**src/rtl/apb_mem_bridge_pkg.sv**
```systemverilog
// Shared definitions for the APB-to-memory bridge.
//   state_e         : bridge FSM state encoding
//   DEF_ADDR_WIDTH  : default address width for APB and memory ports
//   DEF_DATA_WIDTH  : default data width (multiple of 8)
//   DEF_TIMEOUT     : default cycle limit for REQ+WAIT before an error completion
package apb_mem_bridge_pkg;

  localparam int DEF_ADDR_WIDTH = 32;
  localparam int DEF_DATA_WIDTH = 32;
  localparam int DEF_TIMEOUT    = 255;

  typedef enum logic [2:0] {
    ST_IDLE  = 3'd0,
    ST_REQ   = 3'd1,
    ST_WAIT  = 3'd2,
    ST_DONE  = 3'd3,
    ST_FLUSH = 3'd4
  } state_e;

endpackage : apb_mem_bridge_pkg

```
**src/rtl/apb_mem_bridge.sv**
```systemverilog
// APB slave to simple req/gnt/rvalid memory bridge.
// One APB access becomes at most one memory request. Misaligned accesses and
// zero-strobe writes complete locally without touching memory. A request that
// stalls longer than TIMEOUT cycles completes with an error; if the memory had
// already granted it, the bridge drains the late response in FLUSH before
// accepting the next APB access.
//
// Ports
//   clk_i, rst_i              : clock, synchronous active-high reset
//   psel_i .. pstrb_i         : APB request (access phase sampled in IDLE)
//   pready_o, prdata_o,
//   pslverr_o                 : APB completion, prdata/pslverr held until next DONE
//   mem_req_o .. mem_strb_o   : memory request, valid while mem_req_o is high
//   mem_gnt_i                 : memory accepted the request
//   mem_rvalid_i, mem_rdata_i,
//   mem_err_i                 : memory response beat
module apb_mem_bridge
  import apb_mem_bridge_pkg::*;
#(
  parameter int ADDR_WIDTH = DEF_ADDR_WIDTH,
  parameter int DATA_WIDTH = DEF_DATA_WIDTH,
  parameter int TIMEOUT    = DEF_TIMEOUT
) (
  input  logic                    clk_i,
  input  logic                    rst_i,
  input  logic                    psel_i,
  input  logic                    penable_i,
  input  logic [ADDR_WIDTH-1:0]   paddr_i,
  input  logic                    pwrite_i,
  input  logic [DATA_WIDTH-1:0]   pwdata_i,
  input  logic [DATA_WIDTH/8-1:0] pstrb_i,
  output logic                    pready_o,
  output logic [DATA_WIDTH-1:0]   prdata_o,
  output logic                    pslverr_o,
  output logic                    mem_req_o,
  input  logic                    mem_gnt_i,
  output logic                    mem_we_o,
  output logic [ADDR_WIDTH-1:0]   mem_addr_o,
  output logic [DATA_WIDTH-1:0]   mem_wdata_o,
  output logic [DATA_WIDTH/8-1:0] mem_strb_o,
  input  logic                    mem_rvalid_i,
  input  logic [DATA_WIDTH-1:0]   mem_rdata_i,
  input  logic                    mem_err_i
);

  localparam int STRB_W = DATA_WIDTH / 8;
  localparam int CNT_W  = (TIMEOUT > 1) ? $clog2(TIMEOUT + 1) : 1;

  localparam logic [CNT_W-1:0]      CNT_LIM    = CNT_W'(TIMEOUT - 1);
  // Low address bits that must be zero for a word-aligned access.
  localparam logic [ADDR_WIDTH-1:0] ALIGN_MASK = ADDR_WIDTH'(STRB_W - 1);

  state_e           state;
  logic [CNT_W-1:0] tmo_cnt;
  // Set when a granted request timed out, so DONE hands over to FLUSH.
  logic             flush_pend;

  logic apb_access;
  logic misaligned;
  logic empty_write;

  assign apb_access  = psel_i && penable_i;
  assign misaligned  = |(paddr_i & ALIGN_MASK);
  assign empty_write = pwrite_i && (pstrb_i == '0);

  assign mem_req_o = (state == ST_REQ);
  assign pready_o  = (state == ST_DONE);

  always_ff @(posedge clk_i) begin
    if (rst_i) begin
      state       <= ST_IDLE;
      tmo_cnt     <= '0;
      flush_pend  <= 1'b0;
      prdata_o    <= '0;
      pslverr_o   <= 1'b0;
      mem_we_o    <= 1'b0;
      mem_addr_o  <= '0;
      mem_wdata_o <= '0;
      mem_strb_o  <= '0;
    end else begin
      case (state)
        // Accept an APB access phase; error checks decide whether memory is used.
        ST_IDLE: begin
          if (apb_access) begin
            mem_addr_o  <= paddr_i;
            mem_we_o    <= pwrite_i;
            mem_wdata_o <= pwdata_i;
            mem_strb_o  <= pstrb_i;
            tmo_cnt     <= '0;
            flush_pend  <= 1'b0;
            if (misaligned) begin
              state     <= ST_DONE;
              prdata_o  <= '0;
              pslverr_o <= 1'b1;
            end else if (empty_write) begin
              state     <= ST_DONE;
              prdata_o  <= '0;
              pslverr_o <= 1'b0;
            end else begin
              state <= ST_REQ;
            end
          end
        end

        // Request outstanding. A grant wins over the timeout so that an
        // accepted request is always tracked through WAIT (and FLUSH if late).
        ST_REQ: begin
          tmo_cnt <= tmo_cnt + CNT_W'(1);
          if (mem_gnt_i && mem_rvalid_i) begin
            state     <= ST_DONE;
            prdata_o  <= mem_we_o ? '0 : mem_rdata_i;
            pslverr_o <= mem_err_i;
          end else if (mem_gnt_i) begin
            state <= ST_WAIT;
          end else if (tmo_cnt >= CNT_LIM) begin
            state     <= ST_DONE;
            prdata_o  <= '0;
            pslverr_o <= 1'b1;
          end
        end

        // Granted, waiting for the response. A response arriving on the
        // expiry cycle still counts as a normal completion.
        ST_WAIT: begin
          tmo_cnt <= tmo_cnt + CNT_W'(1);
          if (mem_rvalid_i) begin
            state     <= ST_DONE;
            prdata_o  <= mem_we_o ? '0 : mem_rdata_i;
            pslverr_o <= mem_err_i;
          end else if (tmo_cnt >= CNT_LIM) begin
            state      <= ST_DONE;
            prdata_o   <= '0;
            pslverr_o  <= 1'b1;
            flush_pend <= 1'b1;
          end
        end

        // One-cycle APB completion.
        ST_DONE: begin
          state <= flush_pend ? ST_FLUSH : ST_IDLE;
        end

        // Swallow the late response of a timed-out request; APB stalls here.
        ST_FLUSH: begin
          if (mem_rvalid_i) begin
            state      <= ST_IDLE;
            flush_pend <= 1'b0;
          end
        end

        default: begin
          state <= ST_IDLE;
        end
      endcase
    end
  end

endmodule : apb_mem_bridge

```
**config.mk**
```make
export PLATFORM = sky130hd
export DESIGN_NAME = apb_mem_bridge
export DESIGN_NICKNAME = d
export VERILOG_FILES = /design/src/rtl/apb_mem_bridge_pkg.sv /design/src/rtl/apb_mem_bridge.sv
export SDC_FILE = /design/constraint.sdc
export NUM_CORES = 1
export LEC_CHECK = 0
export BUFFER_PORTS_ARGS = -buffer_cell sky130_fd_sc_hd__buf_2
export CAP_MARGIN = 15
export CORE_MARGIN = 2
export CORE_UTILIZATION = 41
export DETAILED_ROUTE_END_ITERATION = 10
export HOLD_SLACK_MARGIN = 0.05
export PLACE_DENSITY = 0.79
export SYNTH_ARGS = -nofsm -noshare
export SYNTH_HDL_FRONTEND = slang
export SYNTH_SLANG_ARGS = --single-unit
```
**constraint.sdc**
```tcl
create_clock -name clk_i -period 1.85 [get_ports clk_i]
set_input_delay 0.4625 -clock clk_i [delete_from_list [all_inputs] [get_ports clk_i]]
set_output_delay 0.4625 -clock clk_i [all_outputs]
set_load 0.02 [all_outputs]
```
; Yosys cells after proc, flatten, opt, wreduce, memory -nomap -nowiden
; Index checks and enable logic that the tools add are counted.
[op_classes]
add_sub_neg = 1
n_mux = 34
reduce_logical = 15
n_lt_le_gt_ge = 1
n_eq_ne = 10
[ops]
columns = op, count
row1 = $mux 32, 8
row2 = $pmux 32 s3, 1
row3 = $mux 3, 7
row4 = $pmux 8 s2, 1
row5 = $pmux 3 s5, 1
row6 = $mux 1, 11
row7 = $add 8x1->8 const B, 1
row8 = $ge 8x8->1 const B, 1
row9 = $mux 8, 1
row10 = $ne 2x2->1 const B, 4
row11 = $eq 3x2->1 const B, 2
row12 = $pmux 1 s3, 2
row13 = $reduce_and 2->1, 3
row14 = $reduce_bool 3->1, 2
row15 = $reduce_and 5->1, 1
row16 = $logic_not 4->1, 1
row17 = $mux 2, 2
row18 = $reduce_and 4->1, 1
row19 = $reduce_or 2->1, 2
row20 = $eq 3x1->1 const B, 1
row21 = $eq 3x3->1 const B, 1
row22 = $logic_and 1x1->1, 3
row23 = $logic_not 3->1, 1
row24 = $ne 3x2->1 const B, 1
row25 = 2 further kinds, 2
[totals]
word_cells = 70
out_inout_bits = 104
input_bits = 108
regBits = 114

; Longest topological paths before layout
; Gate-level depths: netlist (run 1).
[logic_depth]
word_depth = 6
mapped_depth = 7
mapped_depth_nobuf = 6

; Worst setup path before layout (run 1)
; No wires, ideal clock.
[synth_timing]
kind = input to register
startpoint = input pstrb_i[3]
endpoint = register prdata_o[0]
path_buffers = 1
t_required_ns = 1.733
setup_time_ns = 0.117
t_arrival_ns = 1.648
slack_ns = 0.085
cell_stages = 6
cell_sequence = nor4_2 a21boi_1 a221oi_4 a21oi_2 buf_6 a22o_1
[synth_via]
elab_chain_len = 4
[synth_lines]
columns = item, line_no
row1 = from (decl), apb_mem_bridge.sv:31  ; input logic [DATA_WIDTH/8-1:0] pstrb_i,
row2 = $logic_not 4->1, apb_mem_bridge.sv:64  ; assign empty_write = pwrite_i && (pstrb_i == '0);
row3 = $logic_and 1x1->1, apb_mem_bridge.sv:64
row4 = $ne 3x3->1 (no line), n/a
row5 = $reduce_and 4->1 (no line), n/a
row6 = to (signal assigned), apb_mem_bridge.sv:111  ; prdata_o <= mem_we_o ? '0 : mem_rdata_i;
row7 = to (signal assigned), apb_mem_bridge.sv:128  ; prdata_o <= mem_we_o ? '0 : mem_rdata_i;
row8 = to (decl), apb_mem_bridge.sv:33  ; output logic [DATA_WIDTH-1:0] prdata_o,
; No other way between the ends.
; A chain may end at the register's enable or synchronous reset.

; Worst setup path in the final report (run 1)
[layout_timing]
startpoint = register state[0]
endpoint = output pready_o
[layout_via]
elab_chain_len = 1
[layout_lines]
columns = item, line_no
row1 = from (decl), apb_mem_bridge.sv:53  ; state_e state;
row2 = from (signal assigned), apb_mem_bridge.sv:140  ; state <= flush_pend ? ST_FLUSH : ST_IDLE;
row3 = $eq 3x2->1, apb_mem_bridge.sv:67  ; assign pready_o = (state == ST_DONE);
row4 = to (decl), apb_mem_bridge.sv:32  ; output logic pready_o,
; No other way between the ends.

==> results of run 1 <==
sequential cells by signal (all words and copies together), names as in the netlist:
register and flops:
flush_pend 1, mem_addr_o 32, mem_strb_o 4, mem_wdata_o 32
mem_we_o 1, prdata_o 32, pslverr_o 1, state 3
tmo_cnt 8
synthesized netlist by cell type, types with 3 or more instances:
cell | n | share of area [%]
nor2_1 | 5 | 0.44
buf_6 | 7 | 1.9
xor2_1 | 4 | 0.83
inv_1 | 4 | 0.35
nand4_1 | 3 | 0.44
a22o_1 | 32 | 6.6
nand2b_1 | 3 | 0.44
a21oi_1 | 75 | 8.9
dfxtp_1 | 114 | 54
a21oi_2 | 3 | 0.62
a31oi_1 | 3 | 0.44
nand2_1 | 145 | 13
and3_1 | 3 | 0.44
clkbuf_1 | 18 | 1.6
nor3_1 | 5 | 0.59
buf_2 | 11 | 1.3
o21ai_0 | 4 | 0.47
and2_1 | 3 | 0.44
final timing paths:
kind / start / to / slack (ps) / depth (start not counted)
max reg2reg: state[0] / prdata_o[20] / 150 / 7
max: state[0] / pready_o / 60 / 3
min reg2reg: mem_addr_o[19] / mem_addr_o[19] / 450 / 2
min: mem_rdata_i[30] / prdata_o[30] / 160 / 2
per-stage QoR:
| stage | setup WS (ps) | utilization, % |
|---|---|---|
| floorplan | 85.4 | - |
| global placement | -152 | 53.8 |
| detailed placement | -193 | 53.8 |
| CTS | -1.62 | 60.0 |
| global route | -7.02 | 60.5 |
| finish | 56.2 | 60.5 |
power groups by stage:
stage	sequential [mW]	clock [mW]	combinational, mW
2_1_floorplan	2.96	0	0.580
6_report	2.72	3.33	1.28
5_1_grt	2.74	3.51	1.39
4_1_cts	2.73	3.39	1.23
3_3_place_gp	2.77	0	1.18
3_5_place_dp	2.78	0	1.22
what timing repair did:
action                                  CTS  global route
setup buffers                             0             5
endpoints found under the setup margin    2             2
pin swaps                                 0             0
resized for setup                         9             3
routing by layer:
layer  global-route usage (%)  part of all wire, %
met4                     9.77                  2.6
met3                     5.75                  5.8
met2                     35.8                   51
met1                     25.1                   40
met5                        0                    0
final cells by class:
| cell class | count | area share (%) |
|---|---|---|
| clock buffer | 18 | 6.95 |
| clock inverter | 14 | 2.95 |
| inverter | 4 | 0.244 |
| multi-input combinational | 322 | 28.5 |
| sequential | 114 | 37.2 |
| tap | 136 | 2.76 |
| timing repair buffer | 236 | 21.4 |
logic make-up (layout without fill, tap and decap cells):
family,Yosys count,in the layout,share of synthesized area [%]
and+or+nand+nor,182,182,18.8
AOI/OAI and AO/OA,134,134,20.8
xor gates and xnor gates,4,4,0.827
DFF,114,114,53.9
buffers and inverters,40,272,5.11
adders and majority gates,2,2,0.591
==> flow_metrics.py, run 1 <==
metrics = {
    "run_status": {
        "outcome": "finished clean",
    },
    "sta": {
        "timing.final.crit_period_ps": 1790,
        "fin_skew_ps": 12.7,
        "setup_tns_ps": 0,
        "setup_viol": 0,
        "final-hold-violation-count": 0,
        "whs_ps": 155,
        "fin_crit_sh_pct": 97.0,
        "rsz0062_at_grt": "yes",
        "relSlewSlack_pct": 75.3,
        "finalMaxSlewViolations": 0,
        "tightest_slew_ps": 370,
        "fmax_ghz": 0.557,
    },
    "clocking": {
        "clock_path_buffers": 2,
        "cts_tree": "yes",
        "ctsHoldBuffers": 0,
        "clkSinkCount": 114,
        "cts_root_buf": "clkbuf_8",
        "insertion_delay_ps": 520,
        "htree_levels": 4,
        "cts_made_buffers": 17,
        "path_clk_slew_ps": 60,
    },
    "logic_synthesis": {
        "synth-seq-cells": 114,
        "yosysWarnings": 0,
        "avgSynthCellArea_um2": 8.90,
        "synth-edff-count": 0,
        "ys.flop_type": "dfxtp_1",
        "synthCells": 476,
        "mappedNetlistArea_mm2": 0.00424,
        "synth_nets": 586,
        "async_flop_share_pct": 0,
        "synth_cell_types": 44,
        "yosysSeqAreaShare_pct": 53.9,
    },
    "cells_and_area": {
        "diodes": 0,
        "final_area_mm2": 0.00616,
        "final_common_cell": "buf_2",
        "fin_cells": 844,
        "layout.nets": 805,
        "regArea_mm2": 0.00229,
        "multi_input_area_mm2": 0.00176,
        "final_cell_mix": "209 x buf_2, 145 x nand2_1, 111 x dfxtp_1",
        "drive_gt1_share_pct": 40.0,
        "fillCellCount": 860,
        "synthToLayoutAreaGrowth_pct": 45.4,
    },
    "global_route": {
        "grt_pass1_vias": 3930,
        "antenna_found_initial": 0,
        "grt_first_pass_wirelength_um": 18800,
        "grt.total_usage_pct": 21.2,
        "grt_max_degree": 41,
        "overflow": 0,
    },
    "drt": {
        "vias": 4238,
        "drcViolationCount": 0,
        "firstDrtPassIters": 4,
        "dr.first_iter.drc_count": 328,
        "routed_wl_um": 12200,
        "viasPerCell": 5.02,
        "antenna_left": 0,
        "drt-wirelength-per-cell_um": 14.4,
    },
    "pwr": {
        "p_leak_nw": 2.87,
        "seqPwrFrac_pct": 37.1,
        "swShare_pct": 28.4,
        "p_sw_mw": 2.08,
        "power_frac_clock_pct": 45.4,
        "intPower_mw": 5.26,
        "p_per_area_mw_per_mm2": 1190,
        "total_power_mw": 7.34,
        "peakVddDrop_v": 0.000559,
        "power_frac_comb_pct": 17.5,
    },
    "floorplan": {
        "io_pins": 212,
        "initial_core_util_pct": 41.6,
        "rows": 37,
        "dieArea_mm2": 0.0112,
        "die_h_um": 106,
        "core_mm2": 0.0102,
        "die_w_um": 106,
    },
    "setup_path": {
        "cp.buffers_inverters": 1,
        "crit_path_cell_trace": "nor2b_4 > and2_1 > buf_4",
        "crit_family": "flip-flops",
        "cp_slowest_cell": "dfxtp_4",
        "crit_required_ps": 1390,
        "worstPathArrival_ps": 1330,
        "cp-start-kind": "flop",
        "critical_path.max_fanout": 5,
        "critPathKind": "flop to primary output",
        "crit_path_end_kind": "primary output",
        "max_stage_delay_ps": 360,
    },
    "placed_design": {
        "place_inst": 807,
        "place_area_mm2": 0.00548,
        "portBuffers": 211,
        "gp_congestion": 0.800,
        "post-dp-hpwl_um": 8370,
    },
    "hold_path": {
        "hp-class": "input port to flop",
    },
    "run": {
        "maxCapViolations": 0,
    },
}
Note: power is estimated with default switching activity, not from simulation.
==> inputs of run 2 (changes only) <==
Settings changed: CAP_MARGIN 15 to default, CORE_ASPECT_RATIO from default to 2, MAX_ROUTING_LAYER from default to met4.
==> flow_metrics.py, run 2 (synthesis results as in run 1) <==
metrics = {
    "cells_and_area": {
        "final_common_cell": "buf_2",
        "utilization_pct": 60.5,
        "layout.nets": 798,
        "final_area_mm2": 0.00610,
        "fin_cells": 835,
        "drive_gt1_share_pct": 39.1,
        "largest_registers": "mem_addr_o x32, mem_wdata_o x32, prdata_o x32",
        "diodes": 0,
        "synthToLayoutAreaGrowth_pct": 44.0,
        "final_cell_mix": "210 x buf_2, 145 x nand2_1, 112 x dfxtp_1",
    },
    "floorplan": {
        "rows": 52,
        "initial_core_util_pct": 42.0,
        "die_h_um": 148,
        "die_w_um": 75.9,
        "dieArea_mm2": 0.0112,
        "io_pins": 212,
        "core_mm2": 0.0101,
    },
    "setup_path": {
        "crit_path_cell_trace": "nor2b_4 > nor2b_2 > buf_4",
        "critPathKind": "flop to primary output",
        "r2r_cells": 6,
        "max_stage_delay_ps": 420,
        "worstPathArrival_ps": 1320,
        "critical_path.max_fanout": 10,
        "crit_required_ps": 1390,
        "crit_path_end_kind": "primary output",
        "cp-start-kind": "flop",
        "cp_slowest_cell": "dfxtp_4",
    },
    "global_route": {
        "grt_pass1_vias": 3957,
        "grt_max_degree": 59,
        "grt.total_usage_pct": 21.6,
        "overflow": 0,
        "antenna_found_initial": 0,
        "grt_first_pass_wirelength_um": 18100,
    },
    "sta": {
        "fmax_ghz": 0.560,
        "fin_skew_ps": 4.66,
        "final-hold-violation-count": 0,
        "whs_ps": 265,
        "timing.final.crit_period_ps": 1790,
        "relSlewSlack_pct": 71.5,
        "setup_viol": 0,
        "tightest_slew_ps": 427,
        "finalMaxSlewViolations": 0,
        "fin_crit_sh_pct": 96.5,
        "worst_slack_ps": 65.0,
    },
    "drt": {
        "firstDrtPassIters": 4,
        "dr.first_iter.drc_count": 155,
        "antenna_left": 0,
        "viasPerCell": 5.10,
        "vias": 4257,
        "drcViolationCount": 0,
        "drt-wirelength-per-cell_um": 14.4,
        "routed_wl_um": 12100,
    },
    "hold_path": {
        "hp-class": "input port to flop",
        "worstHoldPathCells": 2,
    },
    "clocking": {
        "cts_made_buffers": 17,
        "ctsHoldBuffers": 0,
        "clkSinkCount": 114,
        "cts_tree": "yes",
        "htree_levels": 4,
        "path_clk_slew_ps": 60,
        "clock_path_buffers": 2,
        "cts_root_buf": "clkbuf_16",
        "insertion_delay_ps": 400,
    },
    "placed_design": {
        "dp_slack_ps": -420,
        "portBuffers": 211,
        "place_inst": 803,
        "post-dp-hpwl_um": 8890,
        "place_area_mm2": 0.00544,
        "gp_congestion": 0.849,
    },
    "run_status": {
        "outcome": "finished clean",
    },
    "run": {
        "maxCapViolations": 0,
    },
    "pwr": {
        "peakVddDrop_v": 0.000686,
        "p_per_area_mw_per_mm2": 1210,
        "p_leak_nw": 2.85,
    },
}
==> run 2: layer usage <==
metal / share of wire [%] / vias up / GRT usage [%] / wire (µm)
met5: 0 / - / - / 0
met1: 36 / 1993 / 21.1 / 4380
li1: - / 2058 / - / -
met2: 54 / 171 / 37.3 / 6550
met3: 5.5 / 35 / 5.45 / 660
met4: 4.0 / 0 / 11.5 / 480
==> run 2: final timing paths <==
path | from | end | slack (ps)
setup / recovery | state[0] | mem_req_o | 60
hold reg to reg | mem_addr_o[15] | mem_addr_o[15] | 450
hold / removal | mem_rdata_i[21] | prdata_o[21] | 260
setup reg to reg | state[2] | prdata_o[8] | 160
==> run 2: layout make-up <==
cell class                      instances  area (µm²)
Fill cell                             864        3990
Sequential cell                       114        2290
Multi-Input combinational cell        322        1760
Timing Repair Buffer                  229        1240
Clock buffer                           18         439
Clock inverter                         13         184
Tap cell                              135         169
Inverter                                4        15.0
==> run 2: what timing repair did <==
action | 4_1_cts | 5_1_grt
resized for setup | 8 | 0
buffers inserted | 0 | 1
setup endpoints to repair | 13 | 2
==> run 2: report_power, final <==
part | internal [mW] | total [mW] | switching [mW]
Sequential | 2.63 | 2.75 | 0.114
Combinational | 0.478 | 1.20 | 0.725
Clock | 2.28 | 3.42 | 1.14
Total | 5.39 | 7.37 | 1.98
==> run 2: metrics by stage <==
step | TNS [ps] | total power, mW
5_1_grt | -0.213 | 7.66
3_5_place_dp | -13270 | 3.98
2_1_floorplan | 0 | 3.54
4_1_cts | 0 | 7.43
3_3_place_gp | -12500 | 3.93
6_report | 0 | 7.37
==> run 2: critical path: cells and delay by family, from the launching register on <==
family,cells,cell delay [ps]
flops,1,420
buf+inv,1,150
simple gates,2,350
